==> src/rtl/sar_pkg.sv <==
// Shared constants and the round-half-up / saturate helper for SAR result post-processing.
package sar_pkg;

    localparam int unsigned SAR_DATA_W  = 8;
    localparam int unsigned SAR_OSR_MAX = 4;
    localparam int unsigned SAR_SUM_W   = SAR_DATA_W + SAR_OSR_MAX;
    localparam int unsigned SAR_RND_W   = SAR_SUM_W + 1;

    function automatic logic [SAR_DATA_W-1:0] sar_round_sat(
        input logic [SAR_SUM_W-1:0] sum,
        input int unsigned          osr_log2
    );
        logic [SAR_RND_W-1:0] w_t;
        if (osr_log2 == 0) begin
            return sum[SAR_DATA_W-1:0];
        end
        w_t = {1'b0, sum} + (SAR_RND_W'(1) << (osr_log2 - 1));
        w_t = w_t >> osr_log2;
        if (w_t > SAR_RND_W'((1 << SAR_DATA_W) - 1)) begin
            return '1;
        end
        return w_t[SAR_DATA_W-1:0];
    endfunction

endpackage

==> src/rtl/sar_fwft_fifo.sv <==
// First-word-fall-through FIFO; a push while full is accepted only alongside a pop.
module sar_fwft_fifo #(
    parameter int unsigned DATA_W     = 8,
    parameter int unsigned DEPTH_LOG2 = 2
) (
    input  logic                  clk,
    input  logic                  rst,
    input  logic                  push,
    input  logic [DATA_W-1:0]     push_data,
    input  logic                  pop,
    output logic [DATA_W-1:0]     head,
    output logic                  empty,
    output logic                  full,
    output logic [DEPTH_LOG2:0]   level
);

    localparam int unsigned DEPTH = 1 << DEPTH_LOG2;

    logic [DATA_W-1:0]     r_mem [DEPTH];
    logic [DEPTH_LOG2-1:0] r_wr_ptr;
    logic [DEPTH_LOG2-1:0] r_rd_ptr;
    logic [DEPTH_LOG2:0]   r_level;
    logic                  w_do_push;
    logic                  w_do_pop;

    assign empty     = (r_level == '0);
    assign full      = (r_level == (DEPTH_LOG2 + 1)'(DEPTH));
    assign w_do_pop  = pop & ~empty;
    assign w_do_push = push & (~full | w_do_pop);
    assign head      = r_mem[r_rd_ptr];
    assign level     = r_level;

    always_ff @(posedge clk or posedge rst) begin
        if (rst) begin
            for (int i = 0; i < int'(DEPTH); i++) begin
                r_mem[i] <= '0;
            end
            r_wr_ptr <= '0;
            r_rd_ptr <= '0;
            r_level  <= '0;
        end else begin
            if (w_do_push) begin
                r_mem[r_wr_ptr] <= push_data;
                r_wr_ptr        <= r_wr_ptr + 1'b1;
            end
            if (w_do_pop) begin
                r_rd_ptr <= r_rd_ptr + 1'b1;
            end
            r_level <= r_level + (DEPTH_LOG2 + 1)'(w_do_push) - (DEPTH_LOG2 + 1)'(w_do_pop);
        end
    end

endmodule

==> src/rtl/sar_result_fifo.sv <==
// SAR result capture: eoc synchroniser, optional 2^OSR_LOG2 averager, FWFT result FIFO
// with sticky overflow.
module sar_result_fifo
    import sar_pkg::*;
#(
    parameter int unsigned DATA_W      = SAR_DATA_W,
    parameter int unsigned OSR_LOG2    = 2,
    parameter int unsigned DEPTH_LOG2  = 2,
    parameter int unsigned SYNC_STAGES = 2
) (
    input  logic                  clk,
    input  logic                  rst,
    input  logic                  en,
    input  logic                  eoc_in,
    input  logic [DATA_W-1:0]     din,
    output logic [DATA_W-1:0]     out_data,
    output logic                  out_valid,
    input  logic                  out_ready,
    output logic                  ovf,
    input  logic                  ovf_clr,
    output logic [DEPTH_LOG2:0]   level
);

    localparam int unsigned ACC_W = DATA_W + OSR_LOG2;
    localparam int unsigned CNT_W = (OSR_LOG2 > 0) ? OSR_LOG2 : 1;
    localparam logic [CNT_W-1:0] CNT_LAST = CNT_W'((1 << OSR_LOG2) - 1);

    logic [SYNC_STAGES-1:0] r_sync;
    logic                   r_hist;
    logic [ACC_W-1:0]       r_acc;
    logic [CNT_W-1:0]       r_cnt;
    logic [DATA_W-1:0]      r_res;
    logic                   r_push_pend;
    logic                   r_ovf;

    logic                   w_stb;
    logic                   w_sample;
    logic                   w_last;
    logic [ACC_W-1:0]       w_sum;
    logic [DATA_W-1:0]      w_res;
    logic                   w_empty;
    logic                   w_full;
    logic                   w_drop;
    logic                   w_ovf_d;

    assign w_stb    = r_sync[SYNC_STAGES-1] & ~r_hist;
    assign w_sample = w_stb & en;
    assign w_last   = (r_cnt == CNT_LAST);
    assign w_sum    = r_acc + ACC_W'(din);
    assign w_res    = sar_round_sat(SAR_SUM_W'(w_sum), OSR_LOG2);

    // Sync chain runs regardless of en so re-enabling mid-high eoc cannot fake an edge.
    always_ff @(posedge clk or posedge rst) begin
        if (rst) begin
            r_sync      <= '0;
            r_hist      <= 1'b0;
            r_acc       <= '0;
            r_cnt       <= '0;
            r_res       <= '0;
            r_push_pend <= 1'b0;
            r_ovf       <= 1'b0;
        end else begin
            r_sync      <= {r_sync[SYNC_STAGES-2:0], eoc_in};
            r_hist      <= r_sync[SYNC_STAGES-1];
            r_push_pend <= w_sample & w_last;
            r_ovf       <= w_ovf_d;
            if (!en) begin
                r_acc <= '0;
                r_cnt <= '0;
            end else if (w_sample) begin
                if (w_last) begin
                    r_acc <= '0;
                    r_cnt <= '0;
                    r_res <= w_res;
                end else begin
                    r_acc <= w_sum;
                    r_cnt <= r_cnt + 1'b1;
                end
            end
        end
    end

    assign w_drop = r_push_pend & w_full & ~(out_ready & out_valid);

    always_comb begin
        w_ovf_d = r_ovf;
        if (ovf_clr) begin
            w_ovf_d = 1'b0;
        end
        if (w_drop) begin
            w_ovf_d = 1'b1;
        end
    end

    sar_fwft_fifo #(
        .DATA_W     (DATA_W),
        .DEPTH_LOG2 (DEPTH_LOG2)
    ) u_fifo (
        .clk       (clk),
        .rst       (rst),
        .push      (r_push_pend),
        .push_data (r_res),
        .pop       (out_ready),
        .head      (out_data),
        .empty     (w_empty),
        .full      (w_full),
        .level     (level)
    );

    assign out_valid = ~w_empty;
    assign ovf       = r_ovf;

endmodule

==> config.mk <==
export PLATFORM = sky130hd
export DESIGN_NAME = sar_result_fifo
export DESIGN_NICKNAME = d
export VERILOG_FILES = /design/src/rtl/sar_pkg.sv /design/src/rtl/sar_fwft_fifo.sv /design/src/rtl/sar_result_fifo.sv
export SDC_FILE = /design/constraint.sdc
export NUM_CORES = 1
export LEC_CHECK = 0
export ABC_AREA = 1
export CAP_MARGIN = 30
export CORE_UTILIZATION = 25
export DETAILED_ROUTE_END_ITERATION = 8
export PLACE_DENSITY = 0.51
export SLEW_MARGIN = 25
export SYNTH_ARGS = -nofsm -noshare
export SYNTH_HDL_FRONTEND = slang
export SYNTH_SLANG_ARGS = --single-unit
==> constraint.sdc <==
create_clock -name clk -period 2.1 [get_ports clk]
set_clock_uncertainty 0.15 [all_clocks]
set_input_delay 0.525 -clock clk [delete_from_list [all_inputs] [get_ports clk]]
set_output_delay 0.525 -clock clk [all_outputs]
set_load 0.01 [all_outputs]
Word level (Yosys, flattened, before mapping)
Index checks and enable logic that the tools add are counted.
{"block": "totals", "ff_bits": 64, "input_bits": 14, "output_inout_bits": 13}
{"block": "classes", "addsub": 7, "n_lt_le_gt_ge": 4, "eq_ne": 3, "n_mux": 17, "bitwise": 14, "reduce_logical": 4}
{"op": "2-to-1 mux 8 bit", "count": 5}
{"op": "bitwise mux 32 bit", "count": 1}
{"op": "2-to-1 mux 10 bit", "count": 3}
{"op": "binary-select mux 8 bit (select 2 bit)", "count": 1}
{"op": "demux 8 bit (select 2 bit)", "count": 1}
{"op": "adder 10 x 2 -> 11 bit (second input constant)", "count": 1}
{"op": "adder 10 x 8 -> 10 bit", "count": 1}
{"op": "greater-than comparator 9 x 8 -> 1 bit (second input constant)", "count": 1}
{"op": "AND 1 bit", "count": 7}
{"op": "adder 2 x 1 -> 2 bit (second input constant)", "count": 3}
{"op": ">= comparator 3 bit (second input constant)", "count": 2}
{"op": "2-to-1 mux 2 bit", "count": 3}
{"op": "inverter 2 -> 3 bit", "count": 2}
{"op": "inverter 1 bit", "count": 4}
{"op": "adder 3 x 1 -> 3 bit", "count": 1}
{"op": "== test 3 bit (second input constant)", "count": 1}
{"op": "zero test 3 bit", "count": 1}
{"op": "less-than comparator 3 x 1 -> 1 bit (second input constant)", "count": 1}
{"op": "2-to-1 mux 1 bit", "count": 3}
{"op": "AND reduction 3 bit", "count": 1}
{"op": "subtractor 3 x 1 -> 3 bit", "count": 1}
{"op": "== test 2 bit (second input constant)", "count": 1}
{"op": "inequality test 2 x 1 -> 1 bit (second input constant)", "count": 1}
{"op": "nonzero test 2 bit", "count": 1}
{"op": "2 further kinds", "count": 2}

Depth between registers and ports, before layout
{"block": "depth", "depth_word": 7, "depth_mapped": 15}

Modules after synthesis
Synthesis repeated with hierarchy kept, for this count alone.
{"block": "unflattened", "cells_unflattened": 460, "area_unflattened_um2": 3642.2}
{"mod": "sar_fwft_fifo", "instances": 1, "cells_each": 233, "area_per_inst_um2": 1978.1}
{"mod": "sar_result_fifo", "instances": 1, "cells_each": 227, "area_per_inst_um2": 1664.1}

Worst setup path before layout
Ideal clock, no wire load.
{"block": "synth_path", "path_kind": "input -> register", "start": "input din[0]", "end": "register r_res[7]", "arrival_time_ps": 2087, "setup_slack_ps": -252, "stages": 13, "n_path_buf": 0, "cell_sequence": "ha_1 -> fa_1 -> nand2_1 -> nand2_1 -> inv_1 -> ha_1 -> nand3_1 -> nor2_1 -> nand3_1 -> o21ai_0 -> nand2_1 -> nor2_1 -> nor2_1"}
{"block": "synth_between", "elab_chain_cells": 5}
{"item": "start: declaration", "line": "sar_result_fifo.sv:15", "text": "input logic [DATA_W-1:0] din,"}
{"item": "adder 10 x 8 -> 10 bit *", "line": "sar_result_fifo.sv:49", "text": "assign w_sum = r_acc + ACC_W'(din);"}
{"item": "adder 10 x 2 -> 11 bit *", "line": "sar_pkg.sv:17", "text": "w_t = {1'b0, sum} + (SAR_RND_W'(1) << (osr_log2 - 1));"}
{"item": "greater-than comparator 9 x 8 -> 1 bit", "line": "sar_pkg.sv:19", "text": "if (w_t > SAR_RND_W'((1 << SAR_DATA_W) - 1)) begin"}
{"item": "2-to-1 mux 1 bit", "line": "sar_pkg.sv:19"}
{"item": "2-to-1 mux 8 bit *", "line": "sar_pkg.sv:22", "text": "return w_t[SAR_DATA_W-1:0];"}
{"item": "end signal: assignment", "line": "sar_result_fifo.sv:74", "text": "r_res <= w_res;"}
{"item": "end: declaration", "line": "sar_result_fifo.sv:32", "text": "logic [DATA_W-1:0] r_res;"}
Mark *: on every way between the ends. The rest lies on a longest branch, timed or not.
A chain may end at the register's enable or synchronous reset.

Final worst setup path
{"block": "layout_path", "start": "register r_acc[0]", "end": "register r_res[7]"}
{"block": "layout_between", "elab_chain_cells": 5}
{"item": "start: declaration", "line": "sar_result_fifo.sv:30", "text": "logic [ACC_W-1:0] r_acc;"}
{"item": "start signal: assignment", "line": "sar_result_fifo.sv:76", "text": "r_acc <= w_sum;"}
{"item": "adder 10 x 8 -> 10 bit *", "line": "sar_result_fifo.sv:49"}
{"item": "adder 10 x 2 -> 11 bit *", "line": "sar_pkg.sv:17"}
{"item": "greater-than comparator 9 x 8 -> 1 bit", "line": "sar_pkg.sv:19"}
{"item": "2-to-1 mux 1 bit", "line": "sar_pkg.sv:19"}
{"item": "2-to-1 mux 8 bit *", "line": "sar_pkg.sv:22"}
Marks and branches as above.

==> metrics.yaml <==
core_um2: 13300
drtAntennaViolNets: 0
ys.flop_type: "dfrtp_1"
synth_largest_area_cell: "dfrtp_1"
ff2ff_setup_slack_ns: -0.15
tightest_slew_ns: 0.381
synth_cell_types: 27
drive_above_1_share_pct: 38.2
slew_headroom_pct: 74.5
ios: 27
vdd_ir_drop_max_uv: 494
htree_levels: 3
antenna_cells: 0
chipHeight_um: 120
drc: 0
place.gp.congestion: 0.783
final_cells: 645
cp_max_fo: 3
avgSynthCellArea_um2: 9.09
nNetsFinal: 496
grt.overflow.total: 0
setup_viol: 8
r2r_cells: 13
drtIter0Drc: 130
syn2layout_area_growth_pct: 43.0
crit_arrival_ns: 2.32
maxCapViolCount: 0
die_width_um: 120
clkSinkCount: 64
status: "complete, but fails checks"
rows: 42
ys_seq_area_share_pct: 46.3
grt_max_degree: 65
layout_min_cycle_time_ns: 2.25
synthCells: 380
clkLatencyLatePin_ns: 0.33
grt_use_total_pct: 12.2
critPathKind: "reg2reg"
hold_viol_final: 0
cp-start-kind: "register"
die_area_um2: 14300
critPathRequiredTime_ns: 2.17
fmax_ghz: 0.444
synth_area_leaders: "dfrtp_1 46%, mux2_2 10%, nand2_1 6.7%"
initial_core_util_pct: 25.9
antenna_found_initial: 0
p_per_area_nw_per_um2: 1030
grt_pass1_vias: 2793
port_buffers: 26
setup_slack_ns: -0.150
synth.most_common_cell: "dfrtp_1"
cts-root-buf: "clkbuf_16"
wirelength_mm: 8.31
synthTopCellsByCount: "64 x dfrtp_1, 62 x nand2_1, 50 x inv_1, 36 x nor2_1, 32 x o21ai_0"
cts_tree: "done"
hpwl_mm: 5.73
place_inst: 619
synth_edf_count: 0
ys_seq_elements: 64
via_per_inst: 4.36
cts_buffer_depth: 2
syn_nets: 412
netlist.area_leader.share_pct: 46.3
crit_path_start: "r_acc[0]$_DFFE_PP0P_"
vias: 2809
ys_warn_count: 0
holdCritStartpoint: "r_sync[0]$_DFF_PP0_"
ys_async_sr_fraction_pct: 100
rr_startpoint: "r_acc[0]$_DFFE_PP0P_"
clk_pin_slew_ns: 0.06
rsz0062_at_grt: "true"
hold_class: "reg2reg"
fin_crit_sh_pct: 107
synthesis.area_um2: 3460
finalPower_mw: 5.09
dr.pass1.iters: 4
worst_setup_path_end_kind: "register"
slew_viol_final: 0
leakage_nw: 2.40
grt_pass1_wl_mm: 13.6
wl_per_cell_um: 12.9
failed_checks: "negative setup slack"
hold_depth: 0
cts_buffers: 9
==> metrics by stage <==
stage | hold WS, ns | worst slack [ns] | TNS [ns] | utilization [%] | instance area [um2]
finish | 0.197 | -0.150 | -0.985 | 37.0 | 4940
global route | 0.203 | -0.282 | -1.99 | 37.0 | 4940
CTS | 0.198 | -0.143 | -0.951 | 35.9 | 4800
detailed placement | 0.186 | -0.830 | -17.17 | 32.4 | 4320
global placement | 0.183 | -0.789 | -16.31 | 32.4 | 4320
floorplan | 0.181 | -0.187 | -1.24 | - | 3480
==> final cells by class <==
type                            count  area, um2
Clock buffer                        9        225
Inverter                           53        208
Timing Repair Buffer               78        699
Sequential cell                    64       1600
Clock inverter                      7        125
Fill cell                        1379       8410
Multi-Input combinational cell    258       1860
Tap cell                          176        220
==> cell families after synthesis <==
group	Yosys count	share of synthesized area, %
compound gates	57	9.20
xor+xnor	4	1.01
fa+ha+maj	18	6.95
buf+inv	58	6.30
flops	64	46.3
mux	31	10.1
simple gates	148	20.1
==> flip-flops by register name, indices dropped and copies added (netlist names) <==
signal / flops
ovf: 1
r_acc: 10
r_cnt: 2
r_hist: 1
r_push_pend: 1
r_res: 8
r_sync: 2
u_fifo.level: 3
u_fifo.r_mem: 32
u_fifo.r_rd_ptr: 2
u_fifo.r_wr_ptr: 2
==> path summary, 6_finish.rpt <==
check | to
max | r_res[7]$_DFFE_PP0P_
min | r_sync[1]$_DFF_PP0_
max reg2reg | r_res[7]$_DFFE_PP0P_
min reg2reg | r_sync[1]$_DFF_PP0_
max in group asynchronous | u_fifo.r_rd_ptr[0]$_DFFE_PP0P_
min in group asynchronous | u_fifo.r_mem[15]$_DFFE_PP0P_
==> placed cells by master, fill, tap and decap left out, types with 7 or more instances in the layout <==
cell / Yosys / layout
dfrtp_1: 64 / 63
nand2_1: 62 / 53
inv_1: 50 / 43
buf_4: 0 / 41
mux2_2: 31 / 31
nor2_1: 36 / 29
nand3_1: 30 / 27
o21ai_0: 32 / 15
nand2_2: 5 / 13
o21ai_1: 0 / 13
clkbuf_16: 0 / 9
buf_2: 0 / 9
nor2_4: 6 / 8
inv_2: 2 / 7
a21oi_1: 11 / 7
ha_1: 16 / 7
ha_4: 0 / 7
clkdlybuf4s50_1: 0 / 7
==> power breakdown <==
| part | internal (mW) | switching (mW) |
|---|---|---|
| Combinational | 0.844 | 0.934 |
| Sequential | 1.39 | 0.162 |
| Clock | 1.17 | 0.585 |
| Total | 3.41 | 1.68 |
==> what timing repair did <==
action                     CTS  global route
setup endpoints to repair   23            23
hold endpoints to repair     0             0
cloned                       1             1
setup buffers                5             4
gates resized for setup     70            46
hold buffers                 0             0
pin swaps                   16            10
==> worst max-delay path, cell delays in order, from the launching register on <==
cell and delay (ns):
dfrtp_1 0.41, ha_4 0.18, fa_2 0.35, nand2_2 0.10, nand2_2 0.08, inv_2 0.05
ha_2 0.18, nand3_2 0.10, nor2_4 0.13, nand3_1 0.10, o21ai_1 0.13, nand2_1 0.06
nor2_1 0.08, nor2_1 0.04
==> per-layer routing <==
| metal | share of wire (%) | track usage (%) | vias to the layer above |
|---|---|---|---|
| met5 | 0 | 0 | - |
| li1 | - | - | 1423 |
| met1 | 50 | 16.3 | 1344 |
| met2 | 47 | 19.3 | 33 |
| met3 | 2.7 | 2.42 | 9 |
| met4 | 1.2 | 4.69 | 0 |
(Power assumes the default switching activity.)
